File: src/rtl/flex_counter.sv
// Up/down counter with a programmable upper limit and wrap, saturate or one-shot terminal behaviour.
// A one-shot terminal step halts counting until a clear, a load or a reset.
module flex_counter #(
    parameter int              WIDTH       = 8,
    parameter logic [WIDTH-1:0] RESET_VALUE = '0
) (
    input  logic             clk,
    input  logic             reset,
    input  logic             io_enable,
    input  logic             io_up,
    input  logic [1:0]       io_mode,
    input  logic [WIDTH-1:0] io_limit,
    input  logic             io_load,
    input  logic [WIDTH-1:0] io_loadValue,
    input  logic             io_clear,
    input  logic             io_cond1,
    output logic [WIDTH-1:0] io_state,
    output logic             io_flag,
    output logic             io_tick,
    output logic             io_sticky,
    output logic             io_running
);

    typedef enum logic {
        RUN  = 1'b0,
        HALT = 1'b1
    } run_state_t;

    localparam logic [1:0] MODE_SATURATE = 2'd1;
    localparam logic [1:0] MODE_ONE_SHOT = 2'd2;

    run_state_t       state_q, state_d;
    logic [WIDTH-1:0] counter_q, counter_d;
    logic             tick_q, tick_d;
    logic             sticky_q, sticky_d;
    logic             terminal;

    always_ff @(posedge clk) begin
        if (!reset) begin
            state_q   <= RUN;
            counter_q <= RESET_VALUE;
            tick_q    <= 1'b0;
            sticky_q  <= 1'b0;
        end else begin
            state_q   <= state_d;
            counter_q <= counter_d;
            tick_q    <= tick_d;
            sticky_q  <= sticky_d;
        end
    end

    // Priority: clear, then load, then an enabled step while running.
    always_comb begin
        state_d   = state_q;
        counter_d = counter_q;
        tick_d    = 1'b0;
        sticky_d  = sticky_q;
        terminal  = 1'b0;

        if (io_clear) begin
            counter_d = '0;
            sticky_d  = 1'b0;
            state_d   = RUN;
        end else if (io_load) begin
            counter_d = io_loadValue;
            state_d   = RUN;
        end else if (io_enable && state_q == RUN) begin
            if (io_up) begin
                if (counter_q >= io_limit) begin
                    terminal = 1'b1;
                    case (io_mode)
                        MODE_SATURATE: counter_d = io_limit;
                        MODE_ONE_SHOT: begin
                            counter_d = io_limit;
                            state_d   = HALT;
                        end
                        default:       counter_d = '0;
                    endcase
                end else begin
                    counter_d = counter_q + WIDTH'(1);
                end
            end else begin
                if (counter_q == '0) begin
                    terminal = 1'b1;
                    case (io_mode)
                        MODE_SATURATE: counter_d = '0;
                        MODE_ONE_SHOT: begin
                            counter_d = '0;
                            state_d   = HALT;
                        end
                        default:       counter_d = io_limit;
                    endcase
                end else begin
                    counter_d = counter_q - WIDTH'(1);
                end
            end

            if (terminal) begin
                tick_d   = 1'b1;
                sticky_d = 1'b1;
            end
        end
    end

    assign io_state   = counter_q;
    assign io_flag    = (counter_q == '0) || io_cond1;
    assign io_tick    = tick_q;
    assign io_sticky  = sticky_q;
    assign io_running = (state_q == RUN);

endmodule

File: config.mk
export PLATFORM = sky130hd
export DESIGN_NAME = flex_counter
export DESIGN_NICKNAME = d
export VERILOG_FILES = /design/src/rtl/flex_counter.sv
export SDC_FILE = /design/constraint.sdc
export NUM_CORES = 1
export LEC_CHECK = 0
export BUFFER_PORTS_ARGS = -buffer_cell sky130_fd_sc_hd__buf_2
export CORE_MARGIN = 4
export CORE_UTILIZATION = 50
export CTS_CLUSTER_DIAMETER = 30
export DETAILED_ROUTE_END_ITERATION = 10
export MAX_ROUTING_LAYER = met4
export PLACE_DENSITY = 0.77
export SLEW_MARGIN = 20
export SYNTH_ARGS = -nofsm -noshare
export SYNTH_HDL_FRONTEND = slang
export SYNTH_SLANG_ARGS = --single-unit
File: constraint.sdc
create_clock -name clk -period 2.75 [get_ports clk]
set_clock_uncertainty 0.1 [all_clocks]
set_input_delay 0.275 -clock clk [delete_from_list [all_inputs] [get_ports clk]]
set_output_delay 0.275 -clock clk [all_outputs]
set_load 0.02 [all_outputs]
After elaboration in Yosys (flattened, before gate mapping) --
Cells that the tools add are included.
Storage, ports and cells: flip-flop bits (word level) 11, output and inout port bits 12, word-level logic and storage cells 43
Operators by class: add/subtract/negate cells 2, $lt $le $gt $ge 1, equality and inequality tests 3, multiplexer cells 18, bitwise gates (word level) 4, reduce and logical (&&, ||, !) cells 11
Operators with widths (count):
- $mux 8 | 7
- $mux 1 | 11
- $add 8x1->8 const B | 1
- $ge 8x8->1 | 1
- $logic_not 8->1 | 1
- $sub 8x1->8 const B | 1
- $reduce_and 3->1 | 2
- $not 1->1 | 4
- $reduce_bool 2->1 | 2
- $reduce_or 2->1 | 2
- $reduce_or 4->1 | 1
- $reduce_or 3->1 | 1
- $eq 2x1->1 const B | 1
- $eq 2x2->1 const B | 1
- $ne 2x1->1 const B | 1
- $logic_and 1x1->1 | 1
- $logic_or 1x1->1 | 1

Longest topological paths before layout --
Gate-level depths: netlist of the first run.
depth in word-level cells 7, gate-level depth with buffers 10

Least setup slack after synthesis of the first run --
OpenSTA, ideal clock, no wires.
path type reg-to-reg, from register counter_q[0] (netlist: io_state[0]), to register counter_q[5] (netlist: io_state[5]), arrival 2.324 ns, data required time 2.558 ns, slack 0.234 ns, cell stages (with the launch flop) 11, period minus slack after synthesis 2.516 ns, path through dfxtp_1 > clkbuf_1 > inv_1 > ha_1 > nand2b_1 > a21oi_1 > o211ai_1 > and2_0 > buf_2 > o311a_1 > o32ai_1
Between the ends: word-level cells in the longest chain between the ends 5, elaborated cells between the ends (all ways) 9
Ends and longest elaborated chain:
- start, declared | line 33 | logic [WIDTH-1:0] counter_q, counter_d;
- start signal, assigned | line 46 | counter_q <= counter_d;
- $sub 8x1->8, or another cell as far along | line 94 | counter_d = counter_q - WIDTH'(1);
- $mux 8 (on tied branches) | line 83, 69
- $mux 8 (*) | line 68 | if (io_up) begin
- $mux 8 (*) | line 67 | end else if (io_enable && state_q == RUN) begin
- $mux 8 (*) | line 64 | end else if (io_load) begin
Mark *: on every way between the ends. The rest lies on a longest branch, timed or not. The select of a mux whose other input is x is not followed. A chain may end at the register's enable or synchronous reset.

Worst setup path in the final report of the first run --
from register counter_q[6] (netlist: io_state[6]), to register state_q
Between the ends: word-level cells in the longest chain between the ends 3, elaborated cells between the ends (all ways) 5
Ends and longest elaborated chain:
- $ge 8x8->1 or $logic_not 8->1 (tied branches) | line 69, 83
- $ne 2x1->1 (no line) or $reduce_bool 2->1 (tied branches)
- $reduce_and 3->1 (no line) (*)
- end signal, assigned | line 45 | state_q <= state_d;
- end, declared | line 32 | run_state_t state_q, state_d;
Mark *: on every way between the ends. The rest lies on a longest branch, timed or not.

==> results of run 1 <==
[per-layer routing]
metal | GRT usage, % | vias to the layer above
li1 | - | 730
met1 | 28.2 | 718
met2 | 38.3 | 88
met3 | 4.04 | 2
met4 | 7.59 | 0
met5 | - | -
[worst max-delay path, delay by kind of cell (launching register included)]
kind / cells / cell delay, ps
AO/OA/AOI/OAI: 5 / 990
adder cells (fa/ha/maj): 1 / 310
flip-flops: 1 / 500
AND/OR/NAND/NOR: 1 / 440
[cells in the mapped netlist, types with 4 or more instances]
library cell / count
sky130_fd_sc_hd__a21oi_1: 10
sky130_fd_sc_hd__a31oi_1: 4
sky130_fd_sc_hd__clkbuf_1: 6
sky130_fd_sc_hd__dfxtp_1: 11
sky130_fd_sc_hd__ha_1: 12
sky130_fd_sc_hd__inv_1: 17
sky130_fd_sc_hd__nand2_1: 10
sky130_fd_sc_hd__nand3_1: 9
sky130_fd_sc_hd__nor2_1: 11
sky130_fd_sc_hd__nor3_1: 4
sky130_fd_sc_hd__o211ai_1: 4
sky130_fd_sc_hd__o21ai_0: 9
sky130_fd_sc_hd__xnor2_1: 7
[stage by stage]
stage                     instances  setup slack [ps]
after floorplan                 178               234
after global placement          238               425
after detailed placement        238               380
after CTS                       242               349
after global routing            242               188
final                           242               310
[area by class of cell]
| cell class | count | area, sq um |
|---|---|---|
| Multi-Input combinational cell | 136 | 998 |
| Fill cell | 240 | 957 |
| Timing Repair Buffer | 44 | 240 |
| Sequential cell | 11 | 220 |
| Inverter | 17 | 63.8 |
| Tap cell | 30 | 37.5 |
| Clock buffer | 3 | 22.5 |
| Clock inverter | 1 | 5.00 |
[worst paths after layout]
check                                start                       end  slack [ps]  cells after the start
setup / recovery  io_state[6]$_SDFFE_PP0P_      state_q$_SDFFE_PP0P_         310                      7
hold / removal             io_loadValue[1]  io_state[1]$_SDFFE_PP0P_         110                      3
setup reg to reg  io_state[6]$_SDFFE_PP0P_      state_q$_SDFFE_PP0P_         310                      7
hold reg to reg     io_sticky$_SDFFE_PP0P_    io_sticky$_SDFFE_PP0P_         350                      1
[state kept, by name, indices dropped and copies added (netlist names)]
name / count
io_tick: 1
state_q: 1
io_state: 8
io_sticky: 1
[logic make-up after synthesis]
group                    after synthesis  synth area share (%)
adder cells (fa/ha/maj)               12                  10.9
AND/OR/NAND/NOR                       55                  22.4
multiplexers                           2                  1.64
AO/OA/AOI/OAI                         57                  31.4
buffers and inverters                 31                  11.1
XOR/XNOR                              10                  6.39
flip-flops                            11                  16.1
[power by group]
group          switching [mW]  internal (mW)  leakage, nW
clock network          0.0706         0.0541       0.0177
logic                   0.149          0.113        0.613
registers              0.0138          0.167       0.0899
total                   0.234          0.335        0.721
==> out/qor_table.md, run 1 <==
| Result | This run | Unit |
| --- | --- | --- |
| Most common cell after layout, fill and taps aside | sky130_fd_sc_hd__buf_2 | - |
| Register bit total from synthesis | 11 | - |
| Worst path required time | 2830 | ps |
| Wire length of the first global-routing pass | 6.24 | mm |
| Peak per-stage delay on the critical path | 500 | ps |
| Leading register cell type out of synthesis | sky130_fd_sc_hd__dfxtp_1 | - |
| Highest signal layer in the routed design | met4 | - |
| Diodes inserted | 0 | - |
| CP Class | flop to flop | - |
| Hold WC Path Type | input pin to flop | - |
| Cell with the largest stage delay on the worst path | sky130_fd_sc_hd__dfxtp_1 | - |
| Library cells used by synthesis | 51 | - |
| Worst hold slack | 106 | ps |
| Post-route cell area | 1590 | sq um |
| Worst-Margin Slew | 546 | ps |
| Ordered list of cells on the worst path | ha_1 > a21o_1 > a21oi_1 > a21boi_1 > and2_0 > a211oi_4 > a32o_1 | - |
| Standby leakage power | 0.721 | nW |
| Result of the run | finished clean | - |
| Placement Cell Area | 1560 | sq um |
| Initial drt markers | 107 | - |
| Cell count after synthesis | 178 | - |
| Hold_buf cts | 0 | - |
| Via-per-instance ratio | 6.36 | - |
| Router iterations before antenna repair | 4 | - |
| Number of gates resized after cts | 0 | - |
| Synth Cell Area | 1370 | sq um |
| Via count of the first global-routing pass | 1366 | - |
| Final setup vio count | 0 | - |
| Data arrival time at the worst-slack endpoint | 2520 | ps |
| Worst-skew pair later-pin latency | 290 | ps |
| Initial antenna violation count | 0 | - |
| Initial standard-cell utilization of the core | 53.9 | % |
| Final period util | 88.7 | % |
| Final HPWL DP | 3.04 | mm |
| Post-synth EDFFs | 0 | - |
| Count of pins over their slew limit | 0 | - |
| Final antenna-violating net count | 0 | - |
| Share of synthesized registers carrying an async set or reset | 0 | % |
| Number of design rule violations left after detail routing | 0 | - |
| Net total in the final layout | 250 | - |
| Ratio of total power to cell area | 358 | nW/um^2 |
| Largest fanout of any net on the critical path | 7 | - |
| Master cell of the clock root buffer | sky130_fd_sc_hd__clkbuf_4 | - |
| Hold violation total from the final report | 0 | - |
| Min cycle time layout | 2440 | ps |
| Most area-consuming cells after synthesis | sky130_fd_sc_hd__dfxtp_1 16%, sky130_fd_sc_hd__ha_1 11%, sky130_fd_sc_hd__inv_1 4.7% | - |
| Synth area leader | sky130_fd_sc_hd__dfxtp_1 | - |
| Metal3 WL | 386 | um |
| Detailed-routed wire length on met2 | 2.04 | mm |
| I/O pin total | 37 | - |
| Worst relative slew slack | 63.6 | % |
| Average instance area after synthesis | 7.70 | sq um |
| Maximum ir drop on the vdd rail | 268 | uV |
| CTS HTree Levels | 1 | - |
| Clock transition at the registers of the reported paths | 90 | ps |
| Layout overhead on the synthesized area | 15.8 | % |
| Vertical die dimension | 60.4 | um |
| Final wirelength | 4.04 | mm |
| Post-route core utilization | 62.4 | % |
| Placement row count | 18 | - |
| Total of warnings raised by yosys | 0 | - |
| Vias | 1538 | - |
| Weighted congestion reported at the end of routability-driven placement | 0.915 | - |
| Peak Freq | 410 | MHz |
| TritonCTS Buffers | 3 | - |
| Largest net degree at the start of global routing | 24 | - |
| Wire per inst | 16.7 | um |
| Type of origin of the critical path | flop | - |
| Met1 wire length | 1.60 | mm |
| Setup_tns | 0 | ps |
| Core area | 2540 | sq um |
| Overall die area | 3640 | sq um |
| Die W | 60.4 | um |
| CTS sink cnt | 11 | - |
| Share of layout cells above drive strength 1 | 27.4 | % |
| Max-cap violations | 0 | - |
| Grt total ovfl | 0 | - |
| Global-route usage over all layers | 23.1 | % |
| Number of setup buffers added after CTS | 0 | - |
| Critical Path Sink Type | flop | - |
| Seq/Total Area, Yosys | 16.1 | % |
| TritonCTS clock tree | built | - |
| Port bufs | 36 | - |
| Overall Power | 0.568 | mW |
| Clk buf depth | 2 | - |
| RSZ-0062 raised after global routing | false | - |
| Commonest cells after routing, fill and taps aside | 36 x sky130_fd_sc_hd__buf_2, 17 x sky130_fd_sc_hd__inv_1, 12 x sky130_fd_sc_hd__ha_1 | - |
| Synthesized netlist net count | 215 | - |
| Post-synth top area share | 16.1 | % |
Power figures use the tool's default switching activity.
==> run 2: changes to the inputs <==
==> constraint.sdc (replaced) <==
create_clock -name clk -period 2.75 [get_ports clk]
set_clock_uncertainty 0.1 [all_clocks]
set_input_delay 0.4125 -clock clk [delete_from_list [all_inputs] [get_ports clk]]
set_output_delay 0.4125 -clock clk [all_outputs]
set_load 0.02 [all_outputs]
==> out/qor_table.md, run 2 (same netlist as run 1, synthesis figures left out) <==
| Result | This run | Unit |
| --- | --- | --- |
| Most common cell after layout, fill and taps aside | sky130_fd_sc_hd__buf_2 | - |
| CTS sink cnt | 11 | - |
| Worst relative slew slack | 66.2 | % |
| Setup_tns | 0 | ps |
| Startpoint of the most critical setup path | io_state[2]$_SDFFE_PP0P_ | - |
| Hold WC Path Type | input pin to flop | - |
| Initial standard-cell utilization of the core | 53.9 | % |
| Worst path required time | 2240 | ps |
| Initial drt markers | 108 | - |
| Min cycle time layout | 2500 | ps |
| TritonCTS Buffers | 3 | - |
| Via count of the first global-routing pass | 1455 | - |
| RSZ-0062 raised after global routing | false | - |
| Global-route usage over all layers | 24.2 | % |
| Final HPWL DP | 3.12 | mm |
| Ratio of total power to cell area | 360 | nW/um^2 |
| Worst-skew pair later-pin latency | 290 | ps |
| CTS HTree Levels | 1 | - |
| Result of the run | finished clean | - |
| TritonCTS clock tree | built | - |
| Master cell of the clock root buffer | sky130_fd_sc_hd__clkbuf_4 | - |
| Largest net degree at the start of global routing | 24 | - |
| Overall Power | 0.575 | mW |
| Grt total ovfl | 0 | - |
| Standby leakage power | 0.725 | nW |
| Critical Path Sink Type | output pin | - |
| Largest fanout of any net on the critical path | 11 | - |
| Overall die area | 3640 | sq um |
| Vias | 1522 | - |
| Diodes inserted | 0 | - |
| Placement row count | 18 | - |
| Crit Reg-Reg Endpoint | io_state[2]$_SDFFE_PP0P_ | - |
| Wire per inst | 16.9 | um |
| Worst r2r path cells | 8 | - |
| Peak Freq | 401 | MHz |
| Router iterations before antenna repair | 5 | - |
| Count of pins over their slew limit | 0 | - |
| Wire length of the first global-routing pass | 6.51 | mm |
| Initial antenna violation count | 0 | - |
| Die W | 60.4 | um |
| Final wirelength | 4.11 | mm |
| Vertical die dimension | 60.4 | um |
| Clock transition at the registers of the reported paths | 90 | ps |
| Cell with the largest stage delay on the worst path | sky130_fd_sc_hd__or4_4 | - |
| Hold_buf cts | 0 | - |
| Weighted congestion reported at the end of routability-driven placement | 0.900 | - |
| Min setup slack post-route | 253 | ps |
| Maximum ir drop on the vdd rail | 396 | uV |
| Type of origin of the critical path | flop | - |
| CP Class | flop to output pin | - |
| Peak per-stage delay on the critical path | 620 | ps |
| End of the critical path | io_flag | - |
| Final antenna-violating net count | 0 | - |
| Layout overhead on the synthesized area | 16.3 | % |
| Ordered list of cells on the worst path | or4_4 > nor4_4 > or2_2 > buf_2 | - |
| Share of layout cells above drive strength 1 | 27.7 | % |
| FF-to-FF setup slack | 360 | ps |
| Max FFs per register | 8 | - |
| Number of design rule violations left after detail routing | 0 | - |
| Placement-stage worst setup slack | 347 | ps |
| Final setup vio count | 0 | - |
| Final period util | 90.8 | % |
| Hold violation total from the final report | 0 | - |
| Worst-Margin Slew | 506 | ps |
| Core area | 2540 | sq um |
| Port bufs | 36 | - |
| Via-per-instance ratio | 6.26 | - |
| Fill cells | 245 | - |
| Worst r2r src | io_state[6]$_SDFFE_PP0P_ | - |
| Number of gates resized after cts | 0 | - |
| Number of setup buffers added after CTS | 0 | - |
| I/O pin total | 37 | - |
| Max-cap violations | 0 | - |
| Data arrival time at the worst-slack endpoint | 1980 | ps |
| Net total in the final layout | 251 | - |
| Commonest cells after routing, fill and taps aside | 36 x sky130_fd_sc_hd__buf_2, 17 x sky130_fd_sc_hd__inv_1, 12 x sky130_fd_sc_hd__ha_1 | - |
| Clk buf depth | 2 | - |
==> run 2: cell count changes in the layout (fill, tap and decap cells not counted) <==
cell | before | now
sky130_fd_sc_hd__buf_4 | 8 | 9
==> run 2: worst min-delay path by stage <==
| stage | from | endpoint | cells after the start |
|---|---|---|---|
| 2_1_floorplan | state_q$_SDFFE_PP0P_ | state_q$_SDFFE_PP0P_ | 1 |
| 3_3_place_gp | io_sticky$_SDFFE_PP0P_ | io_sticky$_SDFFE_PP0P_ | 1 |
| 3_5_place_dp | io_sticky$_SDFFE_PP0P_ | io_sticky$_SDFFE_PP0P_ | 1 |
| 4_1_cts | io_loadValue[1] | io_state[1]$_SDFFE_PP0P_ | 3 |
| 5_1_grt | io_loadValue[2] | io_state[2]$_SDFFE_PP0P_ | 3 |
| 6_report | io_loadValue[1] | io_state[1]$_SDFFE_PP0P_ | 3 |
==> run 2: per-stage QoR <==
step	hold WS, ps	util, %	area (sq um)	std cells
2_1_floorplan	406	-	1370	178
3_3_place_gp	332	61.6	1570	239
3_5_place_dp	342	61.6	1570	239
4_1_cts	257	62.7	1600	243
5_1_grt	259	62.7	1600	243
6_report	246	62.7	1600	243
==> run 2: per-layer routing <==
layer	routed length [um]	track usage, %	up-vias
li1	-	-	730
met1	1680	30.4	696
met2	1960	38.3	80
met3	389	4.89	16
met4	80	8.86	0
met5	0	-	-
==> run 2: cell type report <==
type	instances	area, sq um	share of cell area (%)
clock buffer	3	22.5	1.41
clock inverter	1	5.00	0.314
inverter	17	63.8	4.00
multi-input combinational	136	998	62.6
sequential	11	220	13.8
tap	30	37.5	2.35
timing repair buffer	45	248	15.5
==> run 2: critical path, delay by kind of cell (launching register included) <==
family / cells / cell delay [ps]
and+or+nand+nor: 3 / 1120
buffers and inverters: 1 / 150
DFF: 1 / 430
==> run 2: report_power, final <==
part	internal [mW]	switching, mW	leakage [nW]	total [mW]
logic	0.116	0.152	0.617	0.267
clock network	0.0541	0.0712	0.0177	0.125
registers	0.167	0.0152	0.0899	0.182
total	0.337	0.238	0.725	0.575
==> run 3: changes to the inputs <==
--- a/config.mk
+++ b/config.mk
@@ -6,4 +6,5 @@
 export NUM_CORES = 1
 export LEC_CHECK = 0
+export ABC_AREA = 1
 export BUFFER_PORTS_ARGS = -buffer_cell sky130_fd_sc_hd__buf_2
 export CORE_MARGIN = 4
@@ -12,5 +13,5 @@
 export DETAILED_ROUTE_END_ITERATION = 10
 export MAX_ROUTING_LAYER = met4
-export PLACE_DENSITY = 0.77
+export PLACE_DENSITY = 0.75
 export SLEW_MARGIN = 20
 export SYNTH_ARGS = -nofsm -noshare
--- a/constraint.sdc
+++ b/constraint.sdc
@@ -3,3 +3,3 @@
 set_input_delay 0.4125 -clock clk [delete_from_list [all_inputs] [get_ports clk]]
 set_output_delay 0.4125 -clock clk [all_outputs]
-set_load 0.02 [all_outputs]
+set_load 0.05 [all_outputs]
==> out/qor_table.md, run 3 <==
| Result | This run | Unit |
| --- | --- | --- |
| CTS HTree Levels | 1 | - |
| Hold WC Path Type | input pin to flop | - |
| Cell count after synthesis | 256 | - |
| Final wirelength | 3.88 | mm |
| Share of synthesized registers carrying an async set or reset | 0 | % |
| Number of gates resized after cts | 0 | - |
| Post-synth EDFFs | 0 | - |
| Crit Reg-Reg Endpoint | io_state[5]$_SDFFE_PP0P_ | - |
| Leading cell type by number of instances after synthesis | sky130_fd_sc_hd__nand2_1 | - |
| Worst r2r src | io_state[7]$_SDFFE_PP0P_ | - |
| FF-to-FF setup slack | 700 | ps |
| Number of setup buffers added after CTS | 0 | - |
| Ratio of total power to cell area | 354 | nW/um^2 |
| Most used standard cells in the synthesized netlist | 84 x sky130_fd_sc_hd__nand2_1, 32 x sky130_fd_sc_hd__nor2_1, 30 x sky130_fd_sc_hd__inv_1, 29 x sky130_fd_sc_hd__nand3_1, 13 x sky130_fd_sc_hd__a21oi_1 | - |
| Min cycle time layout | 2290 | ps |
| Register bit total from synthesis | 11 | - |
| Library cells used by synthesis | 32 | - |
| Worst Hold Depth | 4 | - |
| I/O pin total | 37 | - |
| Wire per inst | 12.0 | um |
| Cell with the largest stage delay on the worst path | sky130_fd_sc_hd__dfxtp_1 | - |
| Critical Path Sink Type | output pin | - |
| Die W | 63.0 | um |
| Result of the run | finished clean | - |
| Type of origin of the critical path | flop | - |
| Share of layout cells above drive strength 1 | 22.1 | % |
| Worst r2r path cells | 9 | - |
| Most common cell after layout, fill and taps aside | sky130_fd_sc_hd__nand2_1 | - |
| Hold violation total from the final report | 0 | - |
| Worst relative slew slack | 67.3 | % |
| Synth Cell Area | 1510 | sq um |
| Count of pins over their slew limit | 0 | - |
| Seq/Total Area, Yosys | 14.6 | % |
| Most area-consuming cells after synthesis | sky130_fd_sc_hd__nand2_1 21%, sky130_fd_sc_hd__dfxtp_1 15%, sky130_fd_sc_hd__ha_1 9.9% | - |
| Placement row count | 19 | - |
| Fill cells | 297 | - |
| Largest net degree at the start of global routing | 12 | - |
| Via-per-instance ratio | 5.14 | - |
| TritonCTS Buffers | 3 | - |
| Maximum ir drop on the vdd rail | 312 | uV |
| Family of cells with the greatest summed delay on the critical path | flip-flops | - |
| End of the critical path | io_flag | - |
| Max-cap violations | 0 | - |
| Worst-skew pair later-pin latency | 270 | ps |
| Vias | 1669 | - |
| Worst-Margin Slew | 489 | ps |
| Post-route core utilization | 61.5 | % |
| Final antenna-violating net count | 0 | - |
| Total buffers and inverters traversed by the critical path | 2 | - |
| Overall die area | 3970 | sq um |
| Average instance area after synthesis | 5.91 | sq um |
| Layout overhead on the synthesized area | 15.1 | % |
| Leading register cell type out of synthesis | sky130_fd_sc_hd__dfxtp_1 | - |
| Post-synth top area share | 20.8 | % |
| Number of design rule violations left after detail routing | 0 | - |
| Final HPWL DP | 3.17 | mm |
| Total of warnings raised by yosys | 0 | - |
| CP Class | flop to output pin | - |
| Synthesized netlist net count | 293 | - |
| Grt total ovfl | 0 | - |
| Global-route usage over all layers | 20.9 | % |
| Initial antenna violation count | 0 | - |
| Initial standard-cell utilization of the core | 53.5 | % |
| Startpoint of the most critical setup path | io_state[1]$_SDFFE_PP0P_ | - |
| TritonCTS clock tree | built | - |
| Standby leakage power | 0.978 | nW |
| Commonest cells after routing, fill and taps aside | 84 x sky130_fd_sc_hd__nand2_1, 36 x sky130_fd_sc_hd__buf_2, 32 x sky130_fd_sc_hd__nor2_1 | - |
| Peak Freq | 437 | MHz |
| Peak per-stage delay on the critical path | 490 | ps |
| Overall Power | 0.616 | mW |
| Diodes inserted | 0 | - |
| Largest fanout of any net on the critical path | 8 | - |
| Ordered list of cells on the worst path | inv_1 > ha_1 > nand3_4 > nor2_8 > or2_2 > buf_2 | - |
| Core area | 2830 | sq um |
| Initial drt markers | 99 | - |
| Vertical die dimension | 63.0 | um |
| Stages on worst setup path | 6 | - |
| Weighted congestion reported at the end of routability-driven placement | 0.890 | - |
| Max FFs per register | 8 | - |
| Routing layer with the top usage in global route | met2 | - |
| Clk buf depth | 2 | - |
| Multi-input gate area in the final layout | 1100 | sq um |
| Final setup vio count | 0 | - |
| Global-route track usage on met2 | 34.9 | % |
| Via count of the first global-routing pass | 1470 | - |
| Final period util | 83.1 | % |
| Source of the worst hold timing path | io_clear | - |
| Met3 layer usage reported by global route | 2.88 | % |
| Data arrival time at the worst-slack endpoint | 1770 | ps |
| Global-route met1 utilization | 27.5 | % |
| RSZ-0062 raised after global routing | false | - |
| Hold_buf cts | 0 | - |
| Synth area leader | sky130_fd_sc_hd__nand2_1 | - |
| Area taken by flip-flops and latches | 220 | sq um |
| Master cell of the clock root buffer | sky130_fd_sc_hd__clkbuf_4 | - |
| Clock transition at the registers of the reported paths | 70 | ps |
| Wire length of the first global-routing pass | 6.71 | mm |
| Worst path required time | 2240 | ps |
| Router iterations before antenna repair | 4 | - |
| CTS sink cnt | 11 | - |
| Port bufs | 36 | - |
| Net total in the final layout | 332 | - |
| Setup_tns | 0 | ps |
==> run 3: cell count changes after synthesis, moves of 4 or more <==
cell	change
sky130_fd_sc_hd__xnor2_1	-6
sky130_fd_sc_hd__nor2_1	+21
sky130_fd_sc_hd__nand2_1	+74
sky130_fd_sc_hd__clkbuf_1	-6
sky130_fd_sc_hd__o21ai_0	-6
sky130_fd_sc_hd__nand3_1	+20
sky130_fd_sc_hd__o211ai_1	-4
sky130_fd_sc_hd__nor3_1	-4
sky130_fd_sc_hd__inv_1	+13
==> run 3: worst min-delay path, stage by stage <==
cell                      delay [ps]
sky130_fd_sc_hd__buf_2            70
sky130_fd_sc_hd__nor2_1           50
sky130_fd_sc_hd__nand2_1          50
sky130_fd_sc_hd__nand2_1          50
==> run 3: kinds of logic (layout without fill, tap and decap cells) <==
group | count (synthesis) | count (layout) | share of synthesized area, %
AO/OA/AOI/OAI | 23 | 23 | 9.35
XOR/XNOR | 3 | 3 | 1.74
adder cells (fa/ha/maj) | 12 | 12 | 9.93
buffers and inverters | 42 | 80 | 12.7
flip-flops | 11 | 11 | 14.6
AND/OR/NAND/NOR | 165 | 165 | 51.8
==> run 3: worst min-delay path by stage <==
| stage | end | slack [ps] |
|---|---|---|
| after floorplan | state_q$_SDFFE_PP0P_ | 330 |
| after global placement | io_sticky$_SDFFE_PP0P_ | 330 |
| after detailed placement | state_q$_SDFFE_PP0P_ | 350 |
| after CTS | io_sticky$_SDFFE_PP0P_ | 310 |
| after global routing | io_sticky$_SDFFE_PP0P_ | 340 |
| final | io_sticky$_SDFFE_PP0P_ | 310 |
==> run 3: report_power, final <==
group	switching, mW	internal [mW]
Sequential	0.0109	0.167
Clock	0.0561	0.0562
Combinational	0.212	0.115
Total	0.279	0.338
==> run 3: per-stage QoR <==
stage                     hold slack (ps)  setup slack, ps  std cells  area [sq um]
after CTS                             312              458        325          1740
final                                 311              464        325          1740
after global routing                  338              374        325          1740
after detailed placement              348              623        321          1710
after global placement                334              619        321          1710
after floorplan                       326              453        256          1510
==> run 3: metal layers <==
metal / vias to the layer above / wire length (um)
met4: 0 / 17
met5: - / 0
li1: 885 / -
met3: 2 / 190
met1: 737 / 1780
met2: 45 / 1900
==> run 3: cell type report <==
type	instances	share of cell area, %
Tap cell	31	2.23
Sequential cell	11	12.7
Clock buffer	4	1.51
Multi-Input combinational cell	203	63.3
Inverter	35	7.84
Timing Repair Buffer	41	12.5
